--- config.mk ---
export PLATFORM = sky130hd
export DESIGN_NAME = axi_lite_prewrapper_bridge_flat
export DESIGN_NICKNAME = d
export VERILOG_FILES = /design/src/rtl/axi_lite_prewrapper_bridge_pkg.sv /design/src/rtl/axi_lite_prewrapper_bridge_if.sv /design/src/rtl/axi_lite_prewrapper_bridge.sv /design/src/flat_wrapper.sv
export SDC_FILE = /design/constraint.sdc
export NUM_CORES = 1
export LEC_CHECK = 0
export BUFFER_PORTS_ARGS = -buffer_cell sky130_fd_sc_hd__buf_4
export CAP_MARGIN = 20
export CORE_UTILIZATION = 45
export DETAILED_ROUTE_END_ITERATION = 10
export HOLD_SLACK_MARGIN = 0.02
export PLACE_DENSITY_LB_ADDON = 0.05
export SLEW_MARGIN = 20
export SYNTH_ARGS = -nofsm -noshare
export SYNTH_HDL_FRONTEND = slang
export SYNTH_SLANG_ARGS = --single-unit
--- constraint.sdc ---
create_clock -name clk -period 4.39 [get_ports clk]
set_input_delay 0.6585 -clock clk [delete_from_list [all_inputs] [get_ports clk]]
set_output_delay 0.6585 -clock clk [all_outputs]
set_load 0.02 [all_outputs]
--- src/rtl/axi_lite_prewrapper_bridge_pkg.sv ---
// Shared constants and FSM encodings for the AXI4-Lite to prewrapper bridge.
package axi_prewrapper_pkg;

  localparam logic [1:0]  RESP_OKAY   = 2'b00;
  localparam logic [1:0]  RESP_SLVERR = 2'b10;
  localparam logic [31:0] IDLE_ADDR   = 32'hFFFF_FFFF;

  typedef enum logic [1:0] {
    W_IDLE   = 2'd0,
    W_COMMIT = 2'd1,
    W_RESP   = 2'd2
  } w_state_t;

  typedef enum logic [1:0] {
    R_IDLE = 2'd0,
    R_WAIT = 2'd1,
    R_RESP = 2'd2
  } r_state_t;

endpackage

--- src/rtl/axi_lite_prewrapper_bridge_if.sv ---
// AXI4-Lite channel bundle between the host interconnect and the bridge.
interface axi_lite_prewrapper_bridge_if #(
  parameter int ADDR_WIDTH = 12
);
  logic [ADDR_WIDTH-1:0] awaddr;
  logic                  awvalid;
  logic                  awready;
  logic [31:0]           wdata;
  logic [3:0]            wstrb;
  logic                  wvalid;
  logic                  wready;
  logic [1:0]            bresp;
  logic                  bvalid;
  logic                  bready;
  logic [ADDR_WIDTH-1:0] araddr;
  logic                  arvalid;
  logic                  arready;
  logic [31:0]           rdata;
  logic [1:0]            rresp;
  logic                  rvalid;
  logic                  rready;

  modport slave (
    input  awaddr, awvalid, wdata, wstrb, wvalid, bready, araddr, arvalid, rready,
    output awready, wready, bresp, bvalid, arready, rdata, rresp, rvalid
  );

  modport master (
    output awaddr, awvalid, wdata, wstrb, wvalid, bready, araddr, arvalid, rready,
    input  awready, wready, bresp, bvalid, arready, rdata, rresp, rvalid
  );
endinterface

--- src/rtl/axi_lite_prewrapper_bridge.sv ---
// AXI4-Lite slave that turns host transactions into the prewrapper's flat
// word-indexed register port; independent write and read FSMs.
module axi_lite_prewrapper_bridge
  import axi_prewrapper_pkg::*;
#(
  parameter int P_SC_NBR   = 16,
  parameter int NUM_REGS   = P_SC_NBR + 5,
  parameter int ADDR_WIDTH = 12,
  parameter int READ_LAT   = 1
) (
  input  logic                         clk,
  input  logic                         reset,
  axi_lite_prewrapper_bridge_if.slave  axi,
  output logic [31:0]                  pw_wr_addr,
  output logic [31:0]                  pw_wr_msg,
  output logic [31:0]                  pw_rd_addr,
  input  logic [31:0]                  pw_rd_msg
);

  localparam int          IDX_W      = ADDR_WIDTH - 2;
  localparam logic [31:0] NUM_REGS_U = 32'(NUM_REGS);
  localparam logic [2:0]  LAT_INIT   = 3'(READ_LAT);

  function automatic logic idx_in_range(input logic [IDX_W-1:0] idx);
    return 32'(idx) < NUM_REGS_U;
  endfunction

  // Byte-lane bits are ignored by the word decode.
  logic unused_addr_bits_s;
  assign unused_addr_bits_s = ^{axi.awaddr[1:0], axi.araddr[1:0]};

  w_state_t          w_state_r, w_state_s;
  logic              aw_held_r, aw_held_s, w_held_r, w_held_s;
  logic [IDX_W-1:0]  awidx_r, awidx_s;
  logic [31:0]       wdata_r, wdata_s;
  logic [3:0]        wstrb_r, wstrb_s;
  logic              awready_r, awready_s, wready_r, wready_s;
  logic              bvalid_r, bvalid_s;
  logic [1:0]        bresp_r, bresp_s;
  logic [31:0]       pw_wr_addr_r, pw_wr_addr_s, pw_wr_msg_r, pw_wr_msg_s;

  r_state_t          r_state_r, r_state_s;
  logic [2:0]        cnt_r, cnt_s;
  logic              arready_r, arready_s, rvalid_r, rvalid_s;
  logic [1:0]        rresp_r, rresp_s;
  logic [31:0]       rdata_r, rdata_s, pw_rd_addr_r, pw_rd_addr_s;

  // Write FSM next state and next registered outputs.
  always_comb begin
    w_state_s    = w_state_r;
    aw_held_s    = aw_held_r;
    w_held_s     = w_held_r;
    awidx_s      = awidx_r;
    wdata_s      = wdata_r;
    wstrb_s      = wstrb_r;
    awready_s    = awready_r;
    wready_s     = wready_r;
    bvalid_s     = bvalid_r;
    bresp_s      = bresp_r;
    pw_wr_addr_s = pw_wr_addr_r;
    pw_wr_msg_s  = pw_wr_msg_r;
    case (w_state_r)
      W_IDLE: begin
        if (axi.awvalid && awready_r) begin
          aw_held_s = 1'b1;
          awidx_s   = axi.awaddr[ADDR_WIDTH-1:2];
          awready_s = 1'b0;
        end else begin
          aw_held_s = aw_held_r;
        end
        if (axi.wvalid && wready_r) begin
          w_held_s = 1'b1;
          wdata_s  = axi.wdata;
          wstrb_s  = axi.wstrb;
          wready_s = 1'b0;
        end else begin
          w_held_s = w_held_r;
        end
        // Commit values are registered on the edge that enters W_COMMIT.
        if (aw_held_s && w_held_s) begin
          w_state_s = W_COMMIT;
          if (idx_in_range(awidx_s) && (wstrb_s == 4'hF)) begin
            pw_wr_addr_s = 32'(awidx_s);
            pw_wr_msg_s  = wdata_s;
            bresp_s      = RESP_OKAY;
          end else begin
            pw_wr_addr_s = IDLE_ADDR;
            bresp_s      = RESP_SLVERR;
          end
        end else begin
          w_state_s = W_IDLE;
        end
      end
      W_COMMIT: begin
        w_state_s    = W_RESP;
        bvalid_s     = 1'b1;
        pw_wr_addr_s = IDLE_ADDR;
      end
      W_RESP: begin
        if (axi.bready) begin
          w_state_s = W_IDLE;
          bvalid_s  = 1'b0;
          aw_held_s = 1'b0;
          w_held_s  = 1'b0;
          awready_s = 1'b1;
          wready_s  = 1'b1;
        end else begin
          w_state_s = W_RESP;
        end
      end
      default: begin
        w_state_s    = W_IDLE;
        aw_held_s    = 1'b0;
        w_held_s     = 1'b0;
        awready_s    = 1'b1;
        wready_s     = 1'b1;
        bvalid_s     = 1'b0;
        pw_wr_addr_s = IDLE_ADDR;
      end
    endcase
  end

  // Write FSM registers.
  always_ff @(posedge clk or posedge reset) begin
    if (reset) begin
      w_state_r    <= W_IDLE;
      aw_held_r    <= 1'b0;
      w_held_r     <= 1'b0;
      awidx_r      <= '0;
      wdata_r      <= 32'h0;
      wstrb_r      <= 4'h0;
      awready_r    <= 1'b1;
      wready_r     <= 1'b1;
      bvalid_r     <= 1'b0;
      bresp_r      <= RESP_OKAY;
      pw_wr_addr_r <= IDLE_ADDR;
      pw_wr_msg_r  <= 32'h0;
    end else begin
      w_state_r    <= w_state_s;
      aw_held_r    <= aw_held_s;
      w_held_r     <= w_held_s;
      awidx_r      <= awidx_s;
      wdata_r      <= wdata_s;
      wstrb_r      <= wstrb_s;
      awready_r    <= awready_s;
      wready_r     <= wready_s;
      bvalid_r     <= bvalid_s;
      bresp_r      <= bresp_s;
      pw_wr_addr_r <= pw_wr_addr_s;
      pw_wr_msg_r  <= pw_wr_msg_s;
    end
  end

  // Read FSM next state, latency counter and next registered outputs.
  always_comb begin
    r_state_s    = r_state_r;
    cnt_s        = cnt_r;
    rvalid_s     = rvalid_r;
    rresp_s      = rresp_r;
    rdata_s      = rdata_r;
    pw_rd_addr_s = pw_rd_addr_r;
    case (r_state_r)
      R_IDLE: begin
        if (axi.arvalid && arready_r) begin
          if (idx_in_range(axi.araddr[ADDR_WIDTH-1:2])) begin
            r_state_s    = R_WAIT;
            pw_rd_addr_s = 32'(axi.araddr[ADDR_WIDTH-1:2]);
            cnt_s        = LAT_INIT;
          end else begin
            r_state_s = R_RESP;
            rresp_s   = RESP_SLVERR;
            rdata_s   = 32'h0;
            rvalid_s  = 1'b1;
          end
        end else begin
          r_state_s = R_IDLE;
        end
      end
      R_WAIT: begin
        if (cnt_r <= 3'd1) begin
          r_state_s    = R_RESP;
          cnt_s        = 3'd0;
          rdata_s      = pw_rd_msg;
          rresp_s      = RESP_OKAY;
          rvalid_s     = 1'b1;
          pw_rd_addr_s = IDLE_ADDR;
        end else begin
          cnt_s = cnt_r - 3'd1;
        end
      end
      R_RESP: begin
        if (axi.rready) begin
          r_state_s = R_IDLE;
          rvalid_s  = 1'b0;
        end else begin
          r_state_s = R_RESP;
        end
      end
      default: begin
        r_state_s    = R_IDLE;
        rvalid_s     = 1'b0;
        pw_rd_addr_s = IDLE_ADDR;
      end
    endcase
    // Hold off reads during the write commit cycle so a read never races it.
    arready_s = (r_state_s == R_IDLE) && (w_state_s != W_COMMIT);
  end

  // Read FSM registers.
  always_ff @(posedge clk or posedge reset) begin
    if (reset) begin
      r_state_r    <= R_IDLE;
      cnt_r        <= 3'd0;
      arready_r    <= 1'b1;
      rvalid_r     <= 1'b0;
      rresp_r      <= RESP_OKAY;
      rdata_r      <= 32'h0;
      pw_rd_addr_r <= IDLE_ADDR;
    end else begin
      r_state_r    <= r_state_s;
      cnt_r        <= cnt_s;
      arready_r    <= arready_s;
      rvalid_r     <= rvalid_s;
      rresp_r      <= rresp_s;
      rdata_r      <= rdata_s;
      pw_rd_addr_r <= pw_rd_addr_s;
    end
  end

  assign axi.awready = awready_r;
  assign axi.wready  = wready_r;
  assign axi.bvalid  = bvalid_r;
  assign axi.bresp   = bresp_r;
  assign axi.arready = arready_r;
  assign axi.rvalid  = rvalid_r;
  assign axi.rresp   = rresp_r;
  assign axi.rdata   = rdata_r;
  assign pw_wr_addr  = pw_wr_addr_r;
  assign pw_wr_msg   = pw_wr_msg_r;
  assign pw_rd_addr  = pw_rd_addr_r;

endmodule

--- src/flat_wrapper.sv ---
// flat-port wrapper written by rule: the top's interface ports become plain ports
module axi_lite_prewrapper_bridge_flat import axi_prewrapper_pkg::*;
#(
  parameter int P_SC_NBR   = 16,
  parameter int NUM_REGS   = P_SC_NBR + 5,
  parameter int ADDR_WIDTH = 12,
  parameter int READ_LAT   = 1
)
  (clk, reset, pw_wr_addr, pw_wr_msg, pw_rd_addr, pw_rd_msg, axi_awaddr, axi_awvalid, axi_wdata, axi_wstrb, axi_wvalid, axi_bready, axi_araddr, axi_arvalid, axi_rready, axi_awready, axi_wready, axi_bresp, axi_bvalid, axi_arready, axi_rdata, axi_rresp, axi_rvalid);
  axi_lite_prewrapper_bridge_if #(.ADDR_WIDTH(ADDR_WIDTH)) axi_i ();
  input  logic clk;
  input  logic reset;
  output logic [31:0] pw_wr_addr;
  output logic [31:0] pw_wr_msg;
  output logic [31:0] pw_rd_addr;
  input  logic [31:0] pw_rd_msg;
  input wire logic [$bits(axi_i.awaddr)-1:0] axi_awaddr;
  input wire logic [$bits(axi_i.awvalid)-1:0] axi_awvalid;
  input wire logic [$bits(axi_i.wdata)-1:0] axi_wdata;
  input wire logic [$bits(axi_i.wstrb)-1:0] axi_wstrb;
  input wire logic [$bits(axi_i.wvalid)-1:0] axi_wvalid;
  input wire logic [$bits(axi_i.bready)-1:0] axi_bready;
  input wire logic [$bits(axi_i.araddr)-1:0] axi_araddr;
  input wire logic [$bits(axi_i.arvalid)-1:0] axi_arvalid;
  input wire logic [$bits(axi_i.rready)-1:0] axi_rready;
  output wire logic [$bits(axi_i.awready)-1:0] axi_awready;
  output wire logic [$bits(axi_i.wready)-1:0] axi_wready;
  output wire logic [$bits(axi_i.bresp)-1:0] axi_bresp;
  output wire logic [$bits(axi_i.bvalid)-1:0] axi_bvalid;
  output wire logic [$bits(axi_i.arready)-1:0] axi_arready;
  output wire logic [$bits(axi_i.rdata)-1:0] axi_rdata;
  output wire logic [$bits(axi_i.rresp)-1:0] axi_rresp;
  output wire logic [$bits(axi_i.rvalid)-1:0] axi_rvalid;
  assign axi_i.awaddr = axi_awaddr;
  assign axi_i.awvalid = axi_awvalid;
  assign axi_i.wdata = axi_wdata;
  assign axi_i.wstrb = axi_wstrb;
  assign axi_i.wvalid = axi_wvalid;
  assign axi_i.bready = axi_bready;
  assign axi_i.araddr = axi_araddr;
  assign axi_i.arvalid = axi_arvalid;
  assign axi_i.rready = axi_rready;
  assign axi_awready = axi_i.awready;
  assign axi_wready = axi_i.wready;
  assign axi_bresp = axi_i.bresp;
  assign axi_bvalid = axi_i.bvalid;
  assign axi_arready = axi_i.arready;
  assign axi_rdata = axi_i.rdata;
  assign axi_rresp = axi_i.rresp;
  assign axi_rvalid = axi_i.rvalid;
  axi_lite_prewrapper_bridge #(.P_SC_NBR(P_SC_NBR), .NUM_REGS(NUM_REGS), .ADDR_WIDTH(ADDR_WIDTH), .READ_LAT(READ_LAT)) u_core (.clk(clk), .reset(reset), .axi(axi_i), .pw_wr_addr(pw_wr_addr), .pw_wr_msg(pw_wr_msg), .pw_rd_addr(pw_rd_addr), .pw_rd_msg(pw_rd_msg));
endmodule
# Yosys cells after proc, flatten, opt, wreduce, memory -nomap -nowiden
# Index checks and enable logic that the tools add are counted.
[word_totals]
ff_bits = 192
latchBits = 0
mem_bits_rw = 0
mem_bits_ro = 0
input_bits = 99
wordCells = 114
mem_count = 0
[classes]
n_addsub = 1
multipliers = 0
div = 0
order_cmp = 3
eq_ne = 15
n_shift = 0
mux = 51
n_bitwise = 4
reduce_logical = 21
[ops]
columns = ["operator", "count"]
rows = [
  ["32-bit 2-to-1 mux", 9],
  ["32-bit case mux with 2 select lines", 2],
  ["32-bit case mux with 3 select lines", 1],
  ["10-bit by 5-bit less-than comparator with 1-bit output (second input constant)", 2],
  ["10-bit 2-to-1 mux", 2],
  ["2-bit 2-to-1 mux", 9],
  ["1-bit case mux with 3 select lines", 6],
  ["2-bit by 1-bit != test with 1-bit output (second input constant)", 7],
  ["1-bit 2-to-1 mux", 13],
  ["2-bit case mux with 3 select lines", 2],
  ["3-bit AND reduction", 4],
  ["4-bit AND reduction", 3],
  ["3-bit 2-to-1 mux", 3],
  ["4-bit 2-to-1 mux", 2],
  ["2-bit AND reduction", 4],
  ["1-bit logical AND", 6],
  ["2-bit logical NOT", 3],
  ["2-bit != test (second input constant)", 3],
  ["3-bit case mux with 2 select lines", 1],
  ["2-bit by 1-bit == test with 1-bit output (second input constant)", 2],
  ["2-bit == test (second input constant)", 2],
  ["4-bit == test (second input constant)", 1],
  ["1-bit NOT", 4],
  ["2-bit case mux with 2 select lines", 1],
  ["3 further kinds", 3],
]

# Depth between registers and ports, before layout
[logic_depth]
word_depth = 8
mapped_depth = 8

# Worst setup path before layout
# Ideal clock, no wire load.
[synth_path]
path_type = "in2reg"
start = "input axi_wvalid"
end = "register u_core.pw_wr_msg_r[0] (netlist: u_core.pw_wr_msg[0])"
arrival_ns = 2.418
t_required_ns = 4.263
setup_slack_ns = 1.845
stages = 7
cell_sequence = "and2_1 > clkbuf_1 > mux2i_1 > o21ai_1 > a2111oi_4 > buf_6 > mux2_1"
[synth_between]
elab_chain_cells = 6
[synth_lines]
columns = ["element", "line", "rtl"]
rows = [
  ["start: declaration", "flat_wrapper.sv:21", "input wire logic [$bits(axi_i.wvalid)-1:0] axi_wvalid;"],
  ["1-bit logical AND (*)", "axi_lite_prewrapper_bridge.sv:71", "if (axi.wvalid && wready_r) begin"],
  ["4-bit 2-to-1 mux", "axi_lite_prewrapper_bridge.sv:71", ""],
  ["4-bit 2-to-1 mux", "axi_lite_prewrapper_bridge.sv:62", "case (w_state_r)"],
  ["4-bit == test", "axi_lite_prewrapper_bridge.sv:82", "if (idx_in_range(awidx_s) && (wstrb_s == 4'hF)) begin"],
  ["1-bit logical AND", "axi_lite_prewrapper_bridge.sv:82", ""],
  ["3-bit AND reduction (no source line)", "--", ""],
  ["end signal: assignment", "axi_lite_prewrapper_bridge.sv:150", "pw_wr_msg_r <= pw_wr_msg_s;"],
  ["end: declaration", "axi_lite_prewrapper_bridge.sv:40", "logic [31:0] pw_wr_addr_r, pw_wr_addr_s, pw_wr_msg_r, pw_wr_msg_s;"],
]
# Mark *: on every way between the ends. The rest lies on a longest branch, timed or not. The select of a mux whose other input is x is not followed.
# A chain may end at the register's enable or synchronous reset.

# Worst setup path after layout
[layout_path]
start = "register u_core.wready_r (netlist: u_core.axi.wready)"
end = "register u_core.pw_wr_msg_r[11] (netlist: u_core.pw_wr_msg[11])"
[layout_between]
elab_chain_cells = 6
[layout_lines]
columns = ["element", "line", "rtl"]
rows = [
  ["start: declaration", "axi_lite_prewrapper_bridge.sv:37", "logic awready_r, awready_s, wready_r, wready_s;"],
  ["start signal: assignment", "axi_lite_prewrapper_bridge.sv:146", "wready_r <= wready_s;"],
  ["1-bit logical AND (*)", "axi_lite_prewrapper_bridge.sv:71", ""],
  ["4-bit 2-to-1 mux", "axi_lite_prewrapper_bridge.sv:71", ""],
  ["4-bit 2-to-1 mux", "axi_lite_prewrapper_bridge.sv:62", ""],
  ["4-bit == test", "axi_lite_prewrapper_bridge.sv:82", ""],
  ["1-bit logical AND", "axi_lite_prewrapper_bridge.sv:82", ""],
  ["3-bit AND reduction (no source line)", "--", ""],
]
# Marked as above.

==> results.sh <==
export IMPL_pwr_density_cell_nw_per_um2=556
export IMPL_grt_max_degree=86
export IMPL_drt_total_wl_um=14300
export IMPL_nets=796
export IMPL_fp_dieW_um=123
export IMPL_max_vdd_ir_drop_v=0.000250
export IMPL_place_gp_congestion=0.751
export IMPL_dr_wl_met2_um=7260
export IMPL_max_cap_violations=0
export IMPL_ys_flop_type="dfrtp_1"
export IMPL_ys_seq_elements=148
export IMPL_drtIter0Drc=221
export IMPL_dr_wl_met3_um=878
export IMPL_critPathSlowestCell="dfstp_2"
export IMPL_setup_viol=0
export IMPL_crit_family="buffers and inverters"
export IMPL_slew_viol_final=0
export IMPL_grt_pass1_wl_um=22700
export IMPL_drt_met1_wl_um=5920
export IMPL_skew_ns=0.00926
export IMPL_crit_chain="and2_2 > buf_4 > o22ai_1 > a2111oi_4 > buf_4 > mux2_1"
export IMPL_run_status="finished, final reports clean"
export IMPL_path_clk_slew_ns=0.06
export IMPL_cts_buffer_depth=2
export IMPL_first_global_vias=4552
export IMPL_fmax_ghz=0.381
export IMPL_cts_setup_buffers=0
export IMPL_yosysTopAreaCell="dfrtp_1"
export IMPL_mostFrequentLayoutCells="buf_4, dfrtp_1, mux2_2"
export IMPL_fp_dieH_um=123
export IMPL_io_pin_count=236
export IMPL_initial_utilization=0.466
export IMPL_yosys_cell_types_count=45
export IMPL_cts_sinks=148
export IMPL_dpl_hpwl_um=9910
export IMPL_netSwitchingPower_mw=1.43
export IMPL_rows=43
export IMPL_dieArea_sq_um=15000
export IMPL_cts_resized_gates=0
export IMPL_cts_tree="yes"
export IMPL_critPathMaxStageDelay_ns=0.56
export IMPL_tns_ns=0
export IMPL_avgSynthCellArea_sq_um=12.9
export IMPL_crit_fanout=35
export IMPL_path_common_cell="buf_4"
export IMPL_htreeDepth=4
export IMPL_syn_area_sq_um=6540
export IMPL_antenna_found_initial=0
export IMPL_holdCritPathClass="input port to async pin"
export IMPL_synth_area_leaders="dfrtp_1, mux2_2, dfstp_2"
export IMPL_fin_crit_sh=0.597
export IMPL_gr_total_overflow=0
export IMPL_yosysSeqAreaShare=0.571
export IMPL_period_minus_slack_ns=2.62
export IMPL_pwr_share_comb=0.284
export IMPL_slew_headroom=0.399
export IMPL_antennaDiodeCount=0
export IMPL_insertion_delay_ns=0.42
export IMPL_worst_pin_slew_ns=0.900
export IMPL_layout_drive_gt1_share=0.540
export IMPL_power_leakage_nw=4.25
export IMPL_pre_cts_ws_ns=1.53
export IMPL_placedInstanceArea_sq_um=8130
export IMPL_worstPathRequired_ns=4.68
export IMPL_core_sq_um=14000
export IMPL_port_buffers=229
export IMPL_final_common_cell="buf_4"
export IMPL_hold_viol_final=0
export IMPL_startpoint_type="register"
export IMPL_rsz0062_at_grt="false"
export IMPL_area_growth_pct=34.2
export IMPL_arrival_ns=2.91
export IMPL_num_vias=4555
export IMPL_synth_cells=506
export IMPL_clkPwrFrac=0.323
export IMPL_numCtsBuffers=17
export IMPL_crit_path_end_kind="register"
export IMPL_cts_hold_buffers=0
export IMPL_cp_num_buf_inv=2
export IMPL_ant_nets=0
export IMPL_total_power_mw=4.88
export IMPL_drt_pass1_iterations=5
export IMPL_switching_share=0.293
export IMPL_timing_worst_setup_path_type="register to register"
export IMPL_design_area_sq_um=8770
export IMPL_synth_edf_count=0
export IMPL_remaining_drc_errors=0
export IMPL_async_flop_share=1.00
export IMPL_yosysTopAreaCellShare=0.471
export IMPL_track_usage=0.198
export IMPL_setup_ws_ns=1.77
export IMPL_viasPerCell=5.13
export IMPL_cts_root_buf="clkbuf_16"
export IMPL_highest_layer="met4"
export IMPL_p_int_mw=3.45
export IMPL_routedWlPerCell_um=16.1
export IMPL_synth_warnings=0
export IMPL_seq_power_share=0.393
## power groups by stage
stage          combinational, mW  sequential, mW  clock (mW)
2_1_floorplan              0.961            1.98           0
3_3_place_gp                1.36            1.92           0
3_5_place_dp                1.40            1.94           0
4_1_cts                     1.41            1.92        1.61
5_1_grt                     1.51            1.97        1.66
6_report                    1.38            1.92        1.58
## through the flow
step | utilization | hold slack (ns) | instances
2_1_floorplan | - | 0.472 | 507
3_3_place_gp | 0.579 | 0.466 | 856
3_5_place_dp | 0.579 | 0.471 | 856
4_1_cts | 0.625 | 0.214 | 888
5_1_grt | 0.625 | 0.221 | 888
6_report | 0.625 | 0.225 | 888
## cell type report
type | instances | area, sq um
timing repair buffer | 236 | 1780
clock buffer | 19 | 443
fill | 1168 | 5270
sequential | 148 | 3730
multi-input combinational | 281 | 2340
inverter | 11 | 45.0
tap | 180 | 225
clock inverter | 13 | 205
## cells by family after synthesis
| kind of cell | count (synthesis) | synth area share |
|---|---|---|
| buffers and inverters | 78 | 0.0752 |
| adder cells (fa/ha/maj) | 2 | 0.00383 |
| multiplexers | 117 | 0.200 |
| AND/OR/NAND/NOR | 77 | 0.0540 |
| AO/OA/AOI/OAI | 83 | 0.0957 |
| flip-flops | 148 | 0.571 |
| other | 1 | 0.000574 |
## state kept, by name (all words and copies together) (netlist names), 2 cells and up
signal and count:
u_core.wstrb_r 4, u_core.pw_wr_msg 32, u_core.pw_wr_addr 11, u_core.wdata_r 32, u_core.r_state_r 2, u_core.awidx_r 10
u_core.w_state_r 2, u_core.axi.rdata 32, u_core.pw_rd_addr 11, u_core.cnt_r 3
## Yosys cell counts (2+ instances only)
library cell and number:
a22oi_1 2, mux2_1 28, inv_1 11, mux2i_1 10
buf_4 44, or3_1 3, nand2_1 3, and2_1 3
o21bai_1 2, buf_2 3, dfrtp_1 123, o21a_1 4
o2bb2ai_1 2, nand2b_1 2, nor4_1 2, o22a_1 2
ha_1 2, a22o_1 32, o21ai_0 8, nand4_1 2
dfstp_2 25, nor3_1 5, a21oi_1 20, clkbuf_1 16
mux2_2 79, nor2_1 50, o22ai_1 2, buf_6 4
## per-layer routing
| metal | vias up | track usage |
|---|---|---|
| met5 | - | 0 |
| met4 | 0 | 0.0709 |
| met3 | 16 | 0.0623 |
| met2 | 150 | 0.328 |
| met1 | 2273 | 0.242 |
| li1 | 2116 | - |
## worst reg2reg max path: stages (launching register included)
cell       delay, ns
dfstp_2         0.56
and2_2          0.16
buf_4           0.43
o22ai_1         0.24
a2111oi_4       0.34
buf_4           0.39
mux2_1          0.38
## final timing paths
kind                                               startpoint                          endpoint  slack (ns)  cells after the start
min in group clk                                pw_rd_msg[22]  u_core.axi.rdata[22]$_DFFE_PP0P_        0.46                      2
worst min register to register  u_core.axi.bvalid$_DFFE_PP0P_     u_core.axi.bvalid$_DFFE_PP0P_        0.48                      1
worst min-delay path                                    reset     u_core.r_state_r[0]$_DFF_PP0_        0.22                      2
max in group asynchronous                               reset     u_core.r_state_r[1]$_DFF_PP0_        3.22                      3
worst max-delay path            u_core.axi.wready$_DFFE_PP1P_  u_core.pw_wr_msg[11]$_DFFE_PP0P_        1.77                      6
worst max register to register  u_core.axi.wready$_DFFE_PP1P_  u_core.pw_wr_msg[11]$_DFFE_PP0P_        1.77                      6
(Power assumes the default switching activity.)
